===== config.mk =====
export PLATFORM = sky130hd
export DESIGN_NAME = wb_regfile
export DESIGN_NICKNAME = d
export VERILOG_FILES = /design/src/rtl/wb_regfile.sv
export SDC_FILE = /design/constraint.sdc
export NUM_CORES = 2
export LEC_CHECK = 0
export CAP_MARGIN = 20
export CORE_MARGIN = 10
export CORE_UTILIZATION = 56
export DETAILED_ROUTE_END_ITERATION = 10
export GPL_ROUTABILITY_DRIVEN = 0
export GPL_TIMING_DRIVEN = 0
export PLACE_DENSITY = 0.81
export SLEW_MARGIN = 10
export SYNTH_ARGS = -nofsm -noshare
export SYNTH_HDL_FRONTEND = slang
export SYNTH_SLANG_ARGS = --single-unit

===== constraint.sdc =====
create_clock -name clk -period 1.75 [get_ports clk]
set_clock_uncertainty 0.15 [all_clocks]
set_input_delay 0.2625 -clock clk [delete_from_list [all_inputs] [get_ports clk]]
set_output_delay 0.2625 -clock clk [all_outputs]
set_load 0.05 [all_outputs]

===== src/rtl/wb_regfile.sv =====
// Writeback register file: commits EX_WB results into NUM_REGS flop-based registers, returns
// registered operands with write-first bypass, and emits a commit trace and retired-op counter.
// ex_wb_reg layout (MSB..LSB): {alu_result[XLEN-1:0], alu_result_ready, reg_wr_addr[ADDR_W-1:0], reg_wr_en}
module wb_regfile #(
    parameter int XLEN     = 32,
    parameter int NUM_REGS = 32,
    parameter int ADDR_W   = 5
) (
    input  logic                     clk,
    input  logic                     reset_n,
    input  logic [XLEN+ADDR_W+1:0]   ex_wb_reg,
    input  logic [ADDR_W-1:0]        rs1_addr,
    input  logic [ADDR_W-1:0]        rs2_addr,
    input  logic                     rd_req,
    output logic [XLEN-1:0]          alu_reg_input_a,
    output logic [XLEN-1:0]          alu_reg_input_b,
    output logic                     wb_valid,
    output logic [ADDR_W-1:0]        wb_addr,
    output logic [XLEN-1:0]          wb_data,
    output logic [31:0]              retired_count
);

    logic [XLEN-1:0]   alu_result_s;
    logic              accept_s;
    logic [ADDR_W-1:0] wr_addr_s;
    logic              wr_en_s;
    logic              commit_s;
    logic [XLEN-1:0]   op_a_s;
    logic [XLEN-1:0]   op_b_s;
    logic [XLEN-1:0]   regs_r [NUM_REGS];

    assign alu_result_s = ex_wb_reg[XLEN+ADDR_W+1:ADDR_W+2];
    assign accept_s     = ex_wb_reg[ADDR_W+1];
    assign wr_addr_s    = ex_wb_reg[ADDR_W:1];
    assign wr_en_s      = ex_wb_reg[0];
    assign commit_s     = accept_s && wr_en_s && (wr_addr_s != {ADDR_W{1'b0}});

    // Operand selection: x0 reads zero, a same-edge commit wins over stored contents.
    always_comb begin
        op_a_s = {XLEN{1'b0}};
        op_b_s = {XLEN{1'b0}};
        if (rs1_addr == {ADDR_W{1'b0}}) begin
            op_a_s = {XLEN{1'b0}};
        end else if (commit_s && (wr_addr_s == rs1_addr)) begin
            op_a_s = alu_result_s;
        end else begin
            op_a_s = regs_r[rs1_addr];
        end
        if (rs2_addr == {ADDR_W{1'b0}}) begin
            op_b_s = {XLEN{1'b0}};
        end else if (commit_s && (wr_addr_s == rs2_addr)) begin
            op_b_s = alu_result_s;
        end else begin
            op_b_s = regs_r[rs2_addr];
        end
    end

    // Register file storage; entry 0 is never written because commit excludes address 0.
    always_ff @(posedge clk or negedge reset_n) begin
        if (!reset_n) begin
            for (int i = 0; i < NUM_REGS; i++) begin
                regs_r[i] <= {XLEN{1'b0}};
            end
        end else if (commit_s) begin
            regs_r[wr_addr_s] <= alu_result_s;
        end
    end

    // Operand outputs: sampled on rd_req, otherwise held.
    always_ff @(posedge clk or negedge reset_n) begin
        if (!reset_n) begin
            alu_reg_input_a <= {XLEN{1'b0}};
            alu_reg_input_b <= {XLEN{1'b0}};
        end else if (rd_req) begin
            alu_reg_input_a <= op_a_s;
            alu_reg_input_b <= op_b_s;
        end
    end

    // Commit trace and retired counter; trace address/data follow the bus every cycle.
    always_ff @(posedge clk or negedge reset_n) begin
        if (!reset_n) begin
            wb_valid      <= 1'b0;
            wb_addr       <= {ADDR_W{1'b0}};
            wb_data       <= {XLEN{1'b0}};
            retired_count <= 32'd0;
        end else begin
            wb_valid <= commit_s;
            wb_addr  <= wr_addr_s;
            wb_data  <= alu_result_s;
            if (accept_s) begin
                retired_count <= retired_count + 32'd1;
            end
        end
    end

endmodule


## After elaboration in Yosys (flattened, before gate mapping)

Cells that the tools add are included.

- Output and inout bits: 134
- Bits in registers: 1158

- $add $sub $neg: 1
- Reduce and logical (&&, ||, !) cells: 8
- Equality and inequality tests: 2
- Multiplexer cells: 13
- Order comparisons: 4
- Bitwise gates (word level): 3

Operators with widths:

| kind | number |
|---|---|
| $bwmux 1024 | 1 |
| $bmux 32 s5 | 2 |
| $mux 32 | 9 |
| $demux 32 s5 | 1 |
| $add 32x1->32 const B | 1 |
| $ge 6x6->1 const B | 3 |
| $not 5->6 | 3 |
| $eq 5x5->1 | 2 |
| $logic_not 5->1 | 2 |
| $lt 6x1->1 const B | 1 |
| $logic_and 1x1->1 | 5 |
| $reduce_bool 5->1 | 1 |

## Longest topological paths before layout

- Depth after elaboration: 6
- Gate-level depth with buffers: 8
- Gate-level depth less buffers: 5

## Worst setup path after synthesis

OpenSTA, ideal clock, no wires.

- Path type: input -> register
- From: input port rs1_addr[0]
- To: register alu_reg_input_a[30]
- Slack: -0.449 ns
- Stages: 8
- Data arrival time: 1.907 ns
- Library setup time: 0.142 ns
- Path through: buf_2 > buf_6 > buf_6 > buf_2 > mux4_2 > a22o_1 > nor2_1 > o221ai_1

- Word-level cells in the longest chain between the ends: 6
- Elaborated cells between the ends (all ways): 9

RTL lines:

| what | RTL line | source |
|---|---|---|
| from (decl) | 12 | `input logic [ADDR_W-1:0] rs1_addr,` |
| $not 5->6 (implied by the code) | 47 | `op_a_s = regs_r[rs1_addr];` |
| $bmux 32 s5 | 47 |  |
| $mux 32 (implied by the code) (2 in series) | 47 |  |
| $mux 32 | 44 | `end else if (commit_s && (wr_addr_s == rs1_addr)) begin` |
| $mux 32 * | 42 | `if (rs1_addr == {ADDR_W{1'b0}}) begin` |
| to (signal assigned) | 72 | `alu_reg_input_a <= {XLEN{1'b0}};` |
| to (signal assigned) | 75 | `alu_reg_input_a <= op_a_s;` |
| to (decl) | 15 | `output logic [XLEN-1:0] alu_reg_input_a,` |

Every way passes the cells marked *; elsewhere a longest branch is shown, timed or not. The select of a mux whose other input is x is not followed.
A chain may end at the register's enable or synchronous reset.

## Final worst setup path

- From: input port rs1_addr[2]
- To: register alu_reg_input_a[31]

The elaborated chain is that of the path after synthesis.

==> flow_summary.ini <==
[run_status]
status = finished, violations left
violations = design-rule violations, negative hold slack, negative setup slack

[die]
rows = 119
die_area_um2 = 120000
io_pins = 186
coreArea_um2 = 106000
die_height_um = 347
start_util_pct = 56.6
die_x_um = 347

[clock_network]
cts_max_path_buffers = 3
path_clk_slew_ns = 0.07
h-tree-depth = 3
cts_tree = done
cts.sinks = 1158
cts_hold_buf = 18
cts_buffers = 120
worstSkewPairLatency_ns = 0.75
root_buffer = clkbuf_16

[drt]
drc = 76
viasPerCell = 7.44
first_iter_violations = 6787
detail_route.wl_per_cell_um = 37.4
first_pass_iters = 11
vias = 43200
drt_wl_total_mm = 217
drtAntennaViolNets = 0

[setup_path]
crit_arrival_ns = 2.40
cp_slowest_cell = clkbuf_2
critPathMaxFanout = 10
cp-end-kind = flip-flop
critPathTopFamily = buffers and inverters
crit_required_ns = 2.22
max_stage_delay_ns = 0.45
critPathBufInv = 3
cp-start-kind = input port
path_cells = buf_2, buf_4, clkbuf_2, mux4_2, a22o_1, nor2_2, o221ai_2
worstSetupPathType = input port to flip-flop

[timing]
min_period_over_period_pct = 110
finalHoldViolCount = 217
fmax_mhz = 518
holdWs_ns = -0.627
fin_crit_ns = 1.93
setup_viol = 216
max_slew_margin_pct = 31.2
worst_slew_pin_slew_ns = 1.03
grt_setup_unrepaired = yes
finalWorstSetupSlack_ns = -0.182
tns_ns = -12.59
drv_slew = 0

[min_path]
hold_class = input port to asynchronous set/reset pin

[finish]
nets = 4363
layout_commonest_cell = dfrtp_1
final_cells = 5803
syn_to_final_growth_pct = 19.4
drive_gt1_share_pct = 58.1
fillerInstances = 6858
layout_common_cells = 1136 x dfrtp_1, 974 x mux2_2, 576 x mux4_2

[power]
seqPwrFrac_pct = 43.5
pwr-share-comb_pct = 20.4
internal-power_uw = 54000
power.share.clock_pct = 36.1
p_sw_share_pct = 28.9
powerDensity_nw_per_um2 = 1060
peakVddDrop_mv = 0.922
power.leakage_uw = 0.0318
p_sw_uw = 21900

[synthesis]
ys_ff_latch = 1158
synth_top_area_share_pct = 48.4
synth_nets = 3913
synth_seq_area_share_pct = 48.4
yosys_warnings = 0
synth_top_area_cell = dfrtp_1
ys_types = 43
synth_cells = 3860
avgSynthCellArea_um2 = 15.5
yosys-top-cells-area = dfrtp_1 48%, mux4_2 22%, mux2_2 18%, a22o_1 1.9%, clkbuf_1 1.4%
syn_area_um2 = 59900

[global_routing]
grt_antenna_before_repair = 4
grt_pass1_vias = 44700
grt_start_max_net_pins = 160
grt_usage_pct = 34.9
grt_pass1_wl_mm = 305
globalRouteOverflowTotal = 0

[place]
place.port_buffers = 180
dp_hpwl_mm = 138
place_inst = 5459

[flow_run]
cap_violations = 0
-- metrics by stage --
step           utilization, %  setup slack [ns]  instance area, µm²  power, µW
5_1_grt                  67.6            -0.164               71500      77700
3_3_place_gp             60.6            -52.40               64000      46300
4_1_cts                  67.0            -0.107               70900      74900
6_report                 67.6            -0.182               71500      75900
2_1_floorplan               -            -0.301               60500      42200
3_5_place_dp             61.0             -2.17               64500      47300
-- logic make-up after synthesis --
group,synth area share [%]
AOI/OAI and AO/OA,4.26
muxes,40.3
xor gates and xnor gates,0.600
and+or+nand+nor,2.29
adders and majority gates,0.0209
buffers and inverters,4.09
DFF,48.4
-- path summary, 6_finish.rpt --
check / end / start / cells past startpoint / slack [ns]
min in group clk: wb_data[5]$_DFF_PN0_ / ex_wb_reg[12] / 1 / 0.01
worst min-delay path: regs_r[121]$_DFFE_PN0P_ / reset_n / 1 / -0.63
worst min register to register: regs_r[1016]$_DFFE_PN0P_ / regs_r[1016]$_DFFE_PN0P_ / 1 / 0.33
worst max register to register: alu_reg_input_b[0]$_DFFE_PN0P_ / regs_r[736]$_DFFE_PN0P_ / 4 / -0.16
max in group asynchronous: regs_r[140]$_DFFE_PN0P_ / reset_n / 3 / 0.44
worst max-delay path: alu_reg_input_a[31]$_DFFE_PN0P_ / rs1_addr[2] / 7 / -0.18
-- flip-flops by register name (all words and copies together) (netlist names) --
| register | flops |
|---|---|
| wb_addr | 5 |
| alu_reg_input_a | 32 |
| wb_data | 32 |
| regs_r | 1024 |
| alu_reg_input_b | 32 |
| wb_valid | 1 |
| retired_count | 32 |
-- worst reg2reg max path: stages (launching register included) --
cell and delay [ns]:
dfrtp_1 0.42, mux4_2 0.51, mux4_2 0.51, clkinv_2 0.07
o221ai_2 0.10
-- cell type report --
type,count,area [µm²],share of cell area (%)
diodes,1,2.50,0.00350
plain buffers,436,3380,4.73
clock buffers,188,3790,5.31
clock inverters,35,407,0.569
inverters,98,449,0.628
multi-input cells,2163,29300,41.0
flip-flops and latches,1158,29000,40.6
well taps,1391,1740,2.43
repair buffers,333,3400,4.76
-- per-layer routing --
layer	share of wire, %	GRT usage, %
met1	33	41.4
met2	44	50.8
met3	15	15.7
met4	8.3	23.4
met5	0.17	2.04
-- power groups by stage --
stage	Clock (µW)	Combinational (µW)	Sequential [µW]
after floorplan	0	8660	33600
after global placement	0	13300	33000
after detailed placement	0	14100	33100
after CTS	27200	14900	32800
after global routing	28300	16000	33300
final	27400	15500	33100
-- Yosys cell counts (all sizes together) --
| library cell | number |
|---|---|
| or4b | 2 |
| nand3 | 14 |
| a21oi | 1 |
| nor2b | 70 |
| a211oi | 32 |
| o21a | 2 |
| inv | 34 |
| or4 | 2 |
| dfrtp | 1158 |
| o221ai | 64 |
| clkbuf | 231 |
| nand2b | 2 |
| nor4 | 8 |
| nor2 | 88 |
| a41oi | 64 |
| mux4 | 576 |
| mux2 | 993 |
| nand3b | 2 |
| a311o | 2 |
| a31o | 2 |
| nor3b | 1 |
| and4 | 3 |
| nand4 | 7 |
| ha | 1 |
| xor2 | 28 |
| and3 | 9 |
| buf | 210 |
| nor3 | 12 |
| nand2 | 28 |
| xnor2 | 13 |
| clkinv | 64 |
| o21ai | 2 |
| and2 | 7 |
| a22o | 128 |
-- repair_timing --
action	in CTS	in global routing
buffers inserted	66	36
gates resized for setup	1460	98
endpoints found under the setup margin	1203	970
endpoints found under the hold margin	146	125
pin swaps	18	12
cloned	1	4
Note: power is estimated with default switching activity, not from simulation.
